$ cat config.mk
export PLATFORM = sky130hd
export DESIGN_NAME = plic_claim_ctrl
export DESIGN_NICKNAME = d
export VERILOG_FILES = /design/src/rtl/plic_ctrl_pkg.sv /design/src/rtl/plic_claim_table.sv /design/src/rtl/plic_claim_ctrl.sv
export SDC_FILE = /design/constraint.sdc
export NUM_CORES = 1
export LEC_CHECK = 0
export ABC_AREA = 0
export BUFFER_PORTS_ARGS = -buffer_cell sky130_fd_sc_hd__clkbuf_2
export CORE_MARGIN = 5
export CORE_UTILIZATION = 35
export CTS_BUF_LIST = sky130_fd_sc_hd__clkbuf_8
export CTS_CLUSTER_DIAMETER = 80
export CTS_CLUSTER_SIZE = 16
export DETAILED_ROUTE_END_ITERATION = 10
export GPL_TIMING_DRIVEN = 0
export PLACE_DENSITY = 0.65
export SLEW_MARGIN = 20
export SYNTH_ARGS = -nofsm -noshare
export SYNTH_HDL_FRONTEND = slang
export SYNTH_HIERARCHICAL = 1
export SYNTH_SLANG_ARGS = --single-unit
$ cat constraint.sdc
create_clock -name clk_i -period 5.6 [get_ports clk_i]
set_input_delay 0.28 -clock clk_i [delete_from_list [all_inputs] [get_ports clk_i]]
set_output_delay 0.28 -clock clk_i [all_outputs]
set_load 0.02 [all_outputs]
$ cat src/rtl/plic_ctrl_pkg.sv
// Shared types for the PLIC claim/complete controller: FSM state encoding and
// the in-service table entry.
package plic_ctrl_pkg;

  // Widest interrupt ID the table entry can hold; narrower IDs are zero-extended.
  localparam int ID_W_MAX = 16;

  typedef enum logic [1:0] {
    IDLE  = 2'd0,
    RESP  = 2'd1,
    BLANK = 2'd2
  } claim_state_e;

  typedef struct packed {
    logic                valid;
    logic [ID_W_MAX-1:0] id;
  } claim_entry_t;

endpackage

$ cat src/rtl/plic_claim_table.sv
// In-service table: records claimed IDs until their completion arrives.
// Inserts take the lowest free slot, frees hit the lowest matching slot.
module plic_claim_table #(
  parameter int MAX_CLAIM = 4,
  parameter int ID_W      = 9
) (
  input  logic            clk_i,
  input  logic            rst_n_i,
  input  logic            insert_i,
  input  logic [ID_W-1:0] insert_id_i,
  input  logic            free_i,
  input  logic [ID_W-1:0] free_id_i,
  output logic            match_o,
  output logic            full_o
);
  import plic_ctrl_pkg::*;

  claim_entry_t [MAX_CLAIM-1:0] tbl_q;
  claim_entry_t [MAX_CLAIM-1:0] tbl_d;
  logic [MAX_CLAIM-1:0]         vld_s;
  logic [MAX_CLAIM-1:0]         hit_s;
  logic [ID_W_MAX-1:0]          free_key_s;
  logic                         freed_s;
  logic                         placed_s;

  assign free_key_s = ID_W_MAX'(free_id_i);

  // Per-slot occupancy and match against the completion ID.
  always_comb begin
    vld_s = {MAX_CLAIM{1'b0}};
    hit_s = {MAX_CLAIM{1'b0}};
    for (int i = 0; i < MAX_CLAIM; i++) begin
      vld_s[i] = tbl_q[i].valid;
      hit_s[i] = tbl_q[i].valid && (tbl_q[i].id == free_key_s);
    end
  end

  assign match_o = |hit_s;
  assign full_o  = &vld_s;

  // Both slot choices look at the current table, so a slot freed this cycle
  // is never handed to a simultaneous insert.
  always_comb begin
    tbl_d    = tbl_q;
    freed_s  = 1'b0;
    placed_s = 1'b0;
    for (int i = 0; i < MAX_CLAIM; i++) begin
      if (free_i && hit_s[i] && !freed_s) begin
        tbl_d[i].valid = 1'b0;
        freed_s        = 1'b1;
      end else begin
        freed_s = freed_s;
      end
      if (insert_i && !full_o && !vld_s[i] && !placed_s) begin
        tbl_d[i].valid = 1'b1;
        tbl_d[i].id    = ID_W_MAX'(insert_id_i);
        placed_s       = 1'b1;
      end else begin
        placed_s = placed_s;
      end
    end
  end

  // Table state with synchronous clear.
  always_ff @(posedge clk_i) begin
    if (!rst_n_i) begin
      tbl_q <= {(MAX_CLAIM * $bits(claim_entry_t)){1'b0}};
    end else begin
      tbl_q <= tbl_d;
    end
  end

endmodule

$ cat src/rtl/plic_claim_ctrl.sv
// PLIC target claim/complete controller: arbitrates hart claim reads against
// the arbitration-tree winner and tracks in-service IDs until completion.
module plic_claim_ctrl #(
  parameter int NUM_IRQ   = 512,
  parameter int PRIO_BIT  = 5,
  parameter int STAGING   = 1,
  parameter int MAX_CLAIM = 4
) (
  input  logic                       clk_i,
  input  logic                       rst_n_i,
  input  logic                       arb_irq_i,
  input  logic [$clog2(NUM_IRQ)-1:0] arb_id_i,
  input  logic [PRIO_BIT-1:0]        arb_pri_i,
  input  logic                       claim_req_i,
  output logic                       claim_ack_o,
  output logic [$clog2(NUM_IRQ)-1:0] claim_id_o,
  input  logic                       cmpl_vld_i,
  input  logic [$clog2(NUM_IRQ)-1:0] cmpl_id_i,
  output logic                       pend_clr_o,
  output logic [$clog2(NUM_IRQ)-1:0] pend_clr_id_o,
  output logic                       gw_rel_o,
  output logic [$clog2(NUM_IRQ)-1:0] gw_rel_id_o,
  output logic                       eip_o
);
  import plic_ctrl_pkg::*;

  localparam int              ID_W  = $clog2(NUM_IRQ);
  localparam logic [ID_W-1:0] NO_ID = {ID_W{1'b0}};

  claim_state_e    state_q;
  logic [1:0]      cnt_q;
  logic [ID_W-1:0] cap_id_q;
  logic            claim_ack_q;
  logic [ID_W-1:0] claim_id_q;
  logic            pend_clr_q;
  logic [ID_W-1:0] pend_clr_id_q;
  logic            gw_rel_q;
  logic [ID_W-1:0] gw_rel_id_q;

  logic            full_s;
  logic            match_s;
  logic            insert_s;
  logic            free_s;
  logic            rel_s;
  logic [ID_W-1:0] win_id_s;
  logic            unused_pri_s;

  // Priority is already resolved by the upstream tree and only passes through here.
  assign unused_pri_s = ^arb_pri_i;

  assign win_id_s = (arb_irq_i && !full_s) ? arb_id_i : NO_ID;
  assign insert_s = (state_q == RESP) && (cap_id_q != NO_ID);
  assign free_s   = cmpl_vld_i && (cmpl_id_i != NO_ID);
  assign rel_s    = free_s && match_s;

  plic_claim_table #(
    .MAX_CLAIM (MAX_CLAIM),
    .ID_W      (ID_W)
  ) u_table (
    .clk_i       (clk_i),
    .rst_n_i     (rst_n_i),
    .insert_i    (insert_s),
    .insert_id_i (cap_id_q),
    .free_i      (free_s),
    .free_id_i   (cmpl_id_i),
    .match_o     (match_s),
    .full_o      (full_s)
  );

  // Claim FSM with its registered response and release pulses.
  always_ff @(posedge clk_i) begin
    if (!rst_n_i) begin
      state_q       <= IDLE;
      cnt_q         <= 2'd0;
      cap_id_q      <= NO_ID;
      claim_ack_q   <= 1'b0;
      claim_id_q    <= NO_ID;
      pend_clr_q    <= 1'b0;
      pend_clr_id_q <= NO_ID;
      gw_rel_q      <= 1'b0;
      gw_rel_id_q   <= NO_ID;
    end else begin
      claim_ack_q   <= 1'b0;
      claim_id_q    <= NO_ID;
      pend_clr_q    <= 1'b0;
      pend_clr_id_q <= NO_ID;
      gw_rel_q      <= rel_s;
      gw_rel_id_q   <= rel_s ? cmpl_id_i : NO_ID;
      case (state_q)
        IDLE: begin
          if (claim_req_i) begin
            state_q       <= RESP;
            cap_id_q      <= win_id_s;
            claim_ack_q   <= 1'b1;
            claim_id_q    <= win_id_s;
            pend_clr_q    <= (win_id_s != NO_ID);
            pend_clr_id_q <= win_id_s;
          end else begin
            state_q <= IDLE;
          end
        end
        RESP: begin
          // BLANK hides the stale winner while the tree settles after the clear.
          if (cap_id_q != NO_ID) begin
            state_q <= BLANK;
            cnt_q   <= 2'(STAGING);
          end else begin
            state_q <= IDLE;
          end
          cap_id_q <= NO_ID;
        end
        BLANK: begin
          if (cnt_q == 2'd0) begin
            state_q <= IDLE;
          end else begin
            cnt_q <= cnt_q - 2'd1;
          end
        end
        default: begin
          state_q <= IDLE;
          cnt_q   <= 2'd0;
        end
      endcase
    end
  end

  assign claim_ack_o   = claim_ack_q;
  assign claim_id_o    = claim_id_q;
  assign pend_clr_o    = pend_clr_q;
  assign pend_clr_id_o = pend_clr_id_q;
  assign gw_rel_o      = gw_rel_q;
  assign gw_rel_id_o   = gw_rel_id_q;
  assign eip_o         = rst_n_i && (state_q == IDLE) && arb_irq_i;

endmodule

==> out/metrics.yaml, run 1 <==
outcome:
  status: "finished clean"
hold_path:
  min_from: "arb_id_i[2]"
  min_path_cells: 2
  worstHoldEndpoint: "pend_clr_id_o[2]"
  min_path_type: "in2reg"
detailed_routing:
  drc: 0
  wirelength_mm: 7.84
  num_vias: 2608
  firstDrtPassIters: 5
  vias_per_cell: 4.65
  drt-initial-drc-count: 145
  wl_per_cell_um: 14.0
  ant_nets: 0
worst_setup_path:
  startpoint_type: "flip-flop"
  worstPathArrival_ns: 2.44
  startpoint: "state_q[1]"
  worstSetupEndpointType: "flip-flop"
  required_ns: 5.83
  r2r_slack_ns: 3.39
  rr_endpoint: "u_table/tbl_q[20]"
  path_class: "reg2reg"
  r2r_start: "state_q[1]"
  rr_worst_depth: 9
  crit_fanout: 10
clock_tree:
  cts_tree: "yes"
  cts_root_buffer: "clkbuf_8"
  cts_buffer_depth: 2
  cts_setup_buffers: 0
  clk_latency_ns: 0.35
  cts.sinks: 74
  hold_buffers: 0
  clk_pin_slew_ns: 0.08
  numCtsBuffers: 9
  cts-resized-gates: 0
  cts.htree.levels: 3
finish:
  syn2layout_area_growth_pct: 19.5
  num_antenna_cells: 0
  drive_gt1_frac: 0.238
  fin_util: 0.421
  n_fill_cell: 982
  finish.net_count: 456
timing:
  slew-limit-headroom: 0.595
  hold_violations: 0
  fin_skew_ns: 0.00841
  hold-worst-slack_ns: 0.167
  rsz0062_at_grt: "false"
  setup_viol: 0
  period_share: 0.395
  slew_violations: 0
  finalWorstSetupSlack_ns: 3.39
  period_minus_slack_ns: 2.21
  worst_pin_slew_ns: 0.604
  max_freq_mhz: 452
  tns_ns: 0
global_route:
  antenna_found_initial: 0
  grt_max_degree: 13
  grt_usage: 0.141
  grt_pass1_vias: 2558
  grt_pass1_wl_mm: 12.7
  overflow: 0
synthesis:
  ys.warnings.count: 6
  syn_area_um2: 3400
  synth_xor_area_frac: 0.102
  synthMuxAreaShare: 0.0265
  synthCells: 360
  avgSynthCellArea_um2: 9.44
  yosys.area_share.adder: 0.0147
  synthSimpleGateAreaFrac: 0.227
  yosysSeqAreaShare: 0.436
  syn_nets: 392
  synth_compound_area_frac: 0.126
  ys_seq_elements: 74
  synthDistinctLibCells: 48
  synth_top_family_by_area: "simple AND/OR/NAND/NOR gates"
place:
  place.gp.congestion: 0.834
  place_ws_ns: 3.41
  hpwl_mm: 5.59
  place.port_buffers: 53
floorplan:
  io_pins: 59
  die-area_um2: 11800
  coreArea_um2: 9640
  die_w_um: 109
  start_util: 0.352
  fp.dieH_um: 109
  rows: 36
pwr:
  powerDensity_nw_per_um2: 279
  p_total_mw: 1.13
  max-vdd-ir-drop_mv: 0.123
  power.leakage_nw: 1.55
run:
  cap_violations: 0
placed cells by master, fill, tap and decap left out, drive strengths merged, types with 2 or more instances in the layout:
cell type  Yosys  final
o21ai          2      2
buf           18     18
a21boi        30     30
nor4           6      6
bufinv         0      3
nor2          17     17
xor2          11     11
ha             4      4
nand4          7      7
clkbuf        11     73
clkinv         0      2
nor2b         11     11
dfxtp         74     74
a31oi          4      4
mux2i          9      9
nand3          3      3
inv            9     10
nand2         61     61
a22oi          9      9
nand2b         3      3
xnor2         25     25
a21oi          2      2
nor3           7      7
and2          20     20
o2bb2ai        2      2
and3           2      2
layout make-up:
type	count	area, um^2	area share
clock buffer	9	124	0.0305
clock inverter	6	108	0.0265
tap	133	166	0.0410
buffer	29	196	0.0484
timing repair buffer	53	265	0.0653
sequential	74	1480	0.365
inverter	9	33.8	0.00832
multi-input combinational	248	1690	0.415
cell families after synthesis:
| logic type | count (synthesis) |
|---|---|
| AO/OA/AOI/OAI | 56 |
| adder cells (fa/ha/maj) | 4 |
| flip-flops | 74 |
| AND/OR/NAND/NOR | 143 |
| buffers and inverters | 38 |
| multiplexers | 9 |
| XOR/XNOR | 36 |
synthesized netlist by cell type, drive strengths merged:
cell | n | area [um^2]
nor3b | 1 | 7.51
o21ai | 2 | 10.0
o211a | 1 | 10.0
o2111ai | 1 | 8.76
nand2 | 61 | 229
nand4b | 1 | 8.76
a31oi | 4 | 25.0
nand2b | 3 | 18.8
ha | 4 | 50.1
a21boi | 30 | 225
xor2 | 11 | 104
o22ai | 1 | 12.5
buf | 18 | 155
nand3 | 3 | 20.0
o21a | 1 | 7.51
and3 | 2 | 12.5
clkbuf | 11 | 41.3
a32o | 1 | 10.0
o2bb2ai | 2 | 17.5
nor2 | 17 | 63.8
a22oi | 9 | 67.6
and2 | 20 | 125
a21oi | 2 | 10.0
or2 | 1 | 6.26
xnor2 | 25 | 241
o31ai | 1 | 7.51
nand4 | 7 | 43.8
nor3 | 7 | 57.6
nor4 | 6 | 86.3
or3 | 1 | 6.26
inv | 9 | 33.8
dfxtp | 74 | 1480
mux2i | 9 | 90.1
and4b | 1 | 10.0
o41ai | 1 | 16.3
nor2b | 11 | 68.8
or4 | 1 | 7.51
sequential cells by signal (all words and copies together), names as in the netlist:
register / cells
gw_rel_id_o: 9
gw_rel_o: 1
pend_clr_o: 1
u_table/tbl_q: 40
cnt_q: 2
cap_id_q: 9
state_q: 2
claim_ack_o: 1
pend_clr_id_o: 9
worst max-delay path, stage by stage, from the launching register on:
cell and delay [ns]:
dfxtp_1 0.33, inv_1 0.08, ha_1 0.28, inv_2 0.07, a31oi_1 0.47, nand2_1 0.14, or2_2 0.29, clkbuf_1 0.22
nand2_1 0.12, a21boi_0 0.08
routing by layer:
metal / vias up / global-route usage / share of wire
met5: - / 0 / 0
met4: 0 / 0.0451 / 0.018
met3: 13 / 0.0460 / 0.069
met2: 76 / 0.212 / 0.44
met1: 1200 / 0.192 / 0.48
li1: 1319 / - / -
per-stage QoR:
| stage | instances | cell area (um^2) |
|---|---|---|
| after detailed placement | 546 | 3830 |
| final | 561 | 4060 |
| after floorplan | 360 | 3400 |
| after CTS | 561 | 4060 |
| after global placement | 546 | 3830 |
| after global routing | 561 | 4060 |
worst max path at each step:
stage / slack (ns) / to / depth (start not counted)
floorplan: 3.80 / u_table/tbl_q[17] / 9
detailed placement: 3.41 / u_table/tbl_q[21] / 8
global placement: 3.46 / u_table/tbl_q[21] / 7
CTS: 3.41 / u_table/tbl_q[21] / 8
finish: 3.39 / u_table/tbl_q[20] / 9
global route: 3.10 / u_table/tbl_q[23] / 8
where the power goes:
part	leakage, nW	switching (mW)	internal, mW
Combinational	0.832	0.0582	0.0429
Clock	0.120	0.196	0.292
Sequential	0.598	0.00926	0.533
No activity file was read; power rests on OpenSTA's default activity.
==> inputs of run 2 (changes only) <==
--- a/config.mk
+++ b/config.mk
@@ -14,7 +14,7 @@
 export CTS_CLUSTER_SIZE = 16
 export DETAILED_ROUTE_END_ITERATION = 10
 export GPL_TIMING_DRIVEN = 0
-export PLACE_DENSITY = 0.65
+export PLACE_DENSITY = 0.67
 export SLEW_MARGIN = 20
 export SYNTH_ARGS = -nofsm -noshare
 export SYNTH_HDL_FRONTEND = slang
==> constraint.sdc (replaced) <==
create_clock -name clk_i -period 2 [get_ports clk_i]
set_input_delay 0.1 -clock clk_i [delete_from_list [all_inputs] [get_ports clk_i]]
set_output_delay 0.1 -clock clk_i [all_outputs]
set_load 0.02 [all_outputs]
==> run 2 against run 1 <==
Against the previous run: core utilization up 1.1 points; sequential share of layout area fell by 0.95 points; count of clock-buffer cells in the layout rose by 1; non-clock buffer count is 9 higher; via count is 3.3% higher; register-to-register slack got worse by 3.3 ns; combinational power grew to 3.1 times the previous value; final area rose by 2.7%; hold slack lost 0.16 ns; clock power grew 140%; first-iteration DRC count is 32% lower.
==> out/metrics.yaml, run 2 (synthesis results as in run 1) <==
global_route:
  grt_usage: 0.148
  grt_max_degree: 13
  overflow: 0
  antenna_found_initial: 0
  grt_pass1_vias: 2681
  grt_pass1_wl_mm: 13.4
place:
  hpwl_mm: 5.84
  place.port_buffers: 53
  place_inst: 546
  place.gp.congestion: 0.862
timing:
  tns_ns: 0
  hold_violations: 0
  period_minus_slack_ns: 1.88
  fin_skew_ns: 0.0106
  period_share: 0.940
  hold-worst-slack_ns: 0.0117
  max_freq_mhz: 532
  slew-limit-headroom: 0.706
  setup_viol: 0
  slew_violations: 0
  worst_pin_slew_ns: 0.438
detailed_routing:
  num_vias: 2693
  drt-initial-drc-count: 99
  drc: 0
  ant_nets: 0
  firstDrtPassIters: 4
  vias_per_cell: 4.72
  wl_per_cell_um: 14.3
  wirelength_mm: 8.16
worst_setup_path:
  rr_endpoint: "gw_rel_id_o[5]"
  crit_fanout: 5
  required_ns: 2.30
  r2r_slack_ns: 0.12
  startpoint_type: "flip-flop"
  worstSetupEndpointType: "flip-flop"
  worstPathArrival_ns: 2.18
  path_class: "reg2reg"
  rr_worst_depth: 8
  r2r_start: "u_table/tbl_q[22]"
pwr:
  pwr-share-clk: 0.385
  powerDensity_nw_per_um2: 713
  p_switching_mw: 0.746
  pwr-share-seq: 0.510
  power.internal_mw: 2.23
  comb_power_share: 0.104
  power.leakage_nw: 1.58
  p_total_mw: 2.97
  swShare: 0.251
  max-vdd-ir-drop_mv: 0.331
clock_tree:
  cts_root_buffer: "clkbuf_8"
  cts_buffer_depth: 2
  clk_pin_slew_ns: 0.08
  numCtsBuffers: 9
  clk_latency_ns: 0.35
  cts.htree.levels: 3
  cts_tree: "yes"
  cts.sinks: 74
finish:
  n_fill_cell: 974
  drive_gt1_frac: 0.252
  regMostFlops: "u_table/tbl_q"
  finish.net_count: 465
  syn2layout_area_growth_pct: 22.7
  fin_cells: 570
  largest_reg_flops: 40
  final_common_cell: "dfxtp_1"
  most-common-layout-cells: "74 x dfxtp_1, 61 x nand2_1, 54 x clkbuf_2"
  num_antenna_cells: 0
hold_path:
  min_from: "cmpl_id_i[4]"
  worstHoldEndpoint: "gw_rel_id_o[4]"
  min_path_type: "in2reg"
  min_path_cells: 2
floorplan:
  die-area_um2: 11800
  start_util: 0.352
  fp.dieH_um: 109
  coreArea_um2: 9640
  io_pins: 59
  die_w_um: 109
  rows: 36
outcome:
  status: "finished clean"
run:
  cap_violations: 0
run 2: cell count changes in the layout (fill, tap and decap cells not counted), sizes merged:
| cell | before | now |
|---|---|---|
| dlygate4sd3 | 0 | 11 |
| bufinv | 3 | 1 |
| clkbuf | 73 | 71 |
| clkinvlp | 0 | 2 |
| buf | 18 | 19 |
| inv | 10 | 9 |
run 2: power by group through the flow:
stage          logic (mW)  registers [mW]  clock network, mW
6_report            0.310            1.52               1.15
5_1_grt             0.339            1.52               1.24
4_1_cts             0.308            1.52               1.17
3_5_place_dp        0.285            1.55                  0
3_3_place_gp        0.279            1.55                  0
2_1_floorplan       0.184            1.55                  0
run 2: layout make-up:
| class | instances | area [um^2] | share of cell area |
|---|---|---|---|
| Buffer | 26 | 186 | 0.0447 |
| Tap cell | 133 | 166 | 0.0399 |
| Clock inverter | 5 | 55.1 | 0.0132 |
| Sequential cell | 74 | 1480 | 0.355 |
| Inverter | 9 | 33.8 | 0.00810 |
| Multi-Input combinational cell | 248 | 1730 | 0.414 |
| Clock buffer | 10 | 138 | 0.0330 |
| Timing Repair Buffer | 65 | 383 | 0.0918 |
run 2: worst max-delay path by stage:
stage               cells after the start         startpoint                end
finish                                  8  u_table/tbl_q[22]     gw_rel_id_o[5]
floorplan                               9         state_q[1]  u_table/tbl_q[17]
CTS                                     9         state_q[1]  u_table/tbl_q[17]
global placement                        9         state_q[1]  u_table/tbl_q[21]
detailed placement                      8         state_q[1]  u_table/tbl_q[23]
global route                            7         state_q[1]  u_table/tbl_q[37]
run 2: critical path, stage by stage (launching register included):
cell and delay (ns):
dfxtp_1 0.37, xnor2_2 0.12, nand4_1 0.15, or3_1 0.42, and2_1 0.19, nand2_1 0.10
nand3_1 0.13, a31oi_4 0.20, and2_1 0.15
run 2: routing by layer:
layer	up-vias	wire length (um)	track usage
li1	1337	-	-
met1	1262	3700	0.183
met2	81	3870	0.253
met3	13	462	0.0466
met4	0	127	0.0334
met5	-	0	0
run 2: timing repair:
action / in CTS / in global routing
pin swaps: 0 / 1
setup buffers: 0 / 1
gates resized for setup: 3 / 6
setup endpoints to repair: 39 / 42
hold buffers: 11 / 0
hold endpoints to repair: 11 / 0
run 2: stage by stage:
stage | area, um^2 | setup slack (ns) | utilization
2_1_floorplan | 3400 | 0.199 | -
3_3_place_gp | 3830 | -0.136 | 0.397
3_5_place_dp | 3830 | -0.218 | 0.397
4_1_cts | 4150 | 0.00479 | 0.430
5_1_grt | 4170 | -0.00369 | 0.433
6_report | 4170 | 0.119 | 0.433
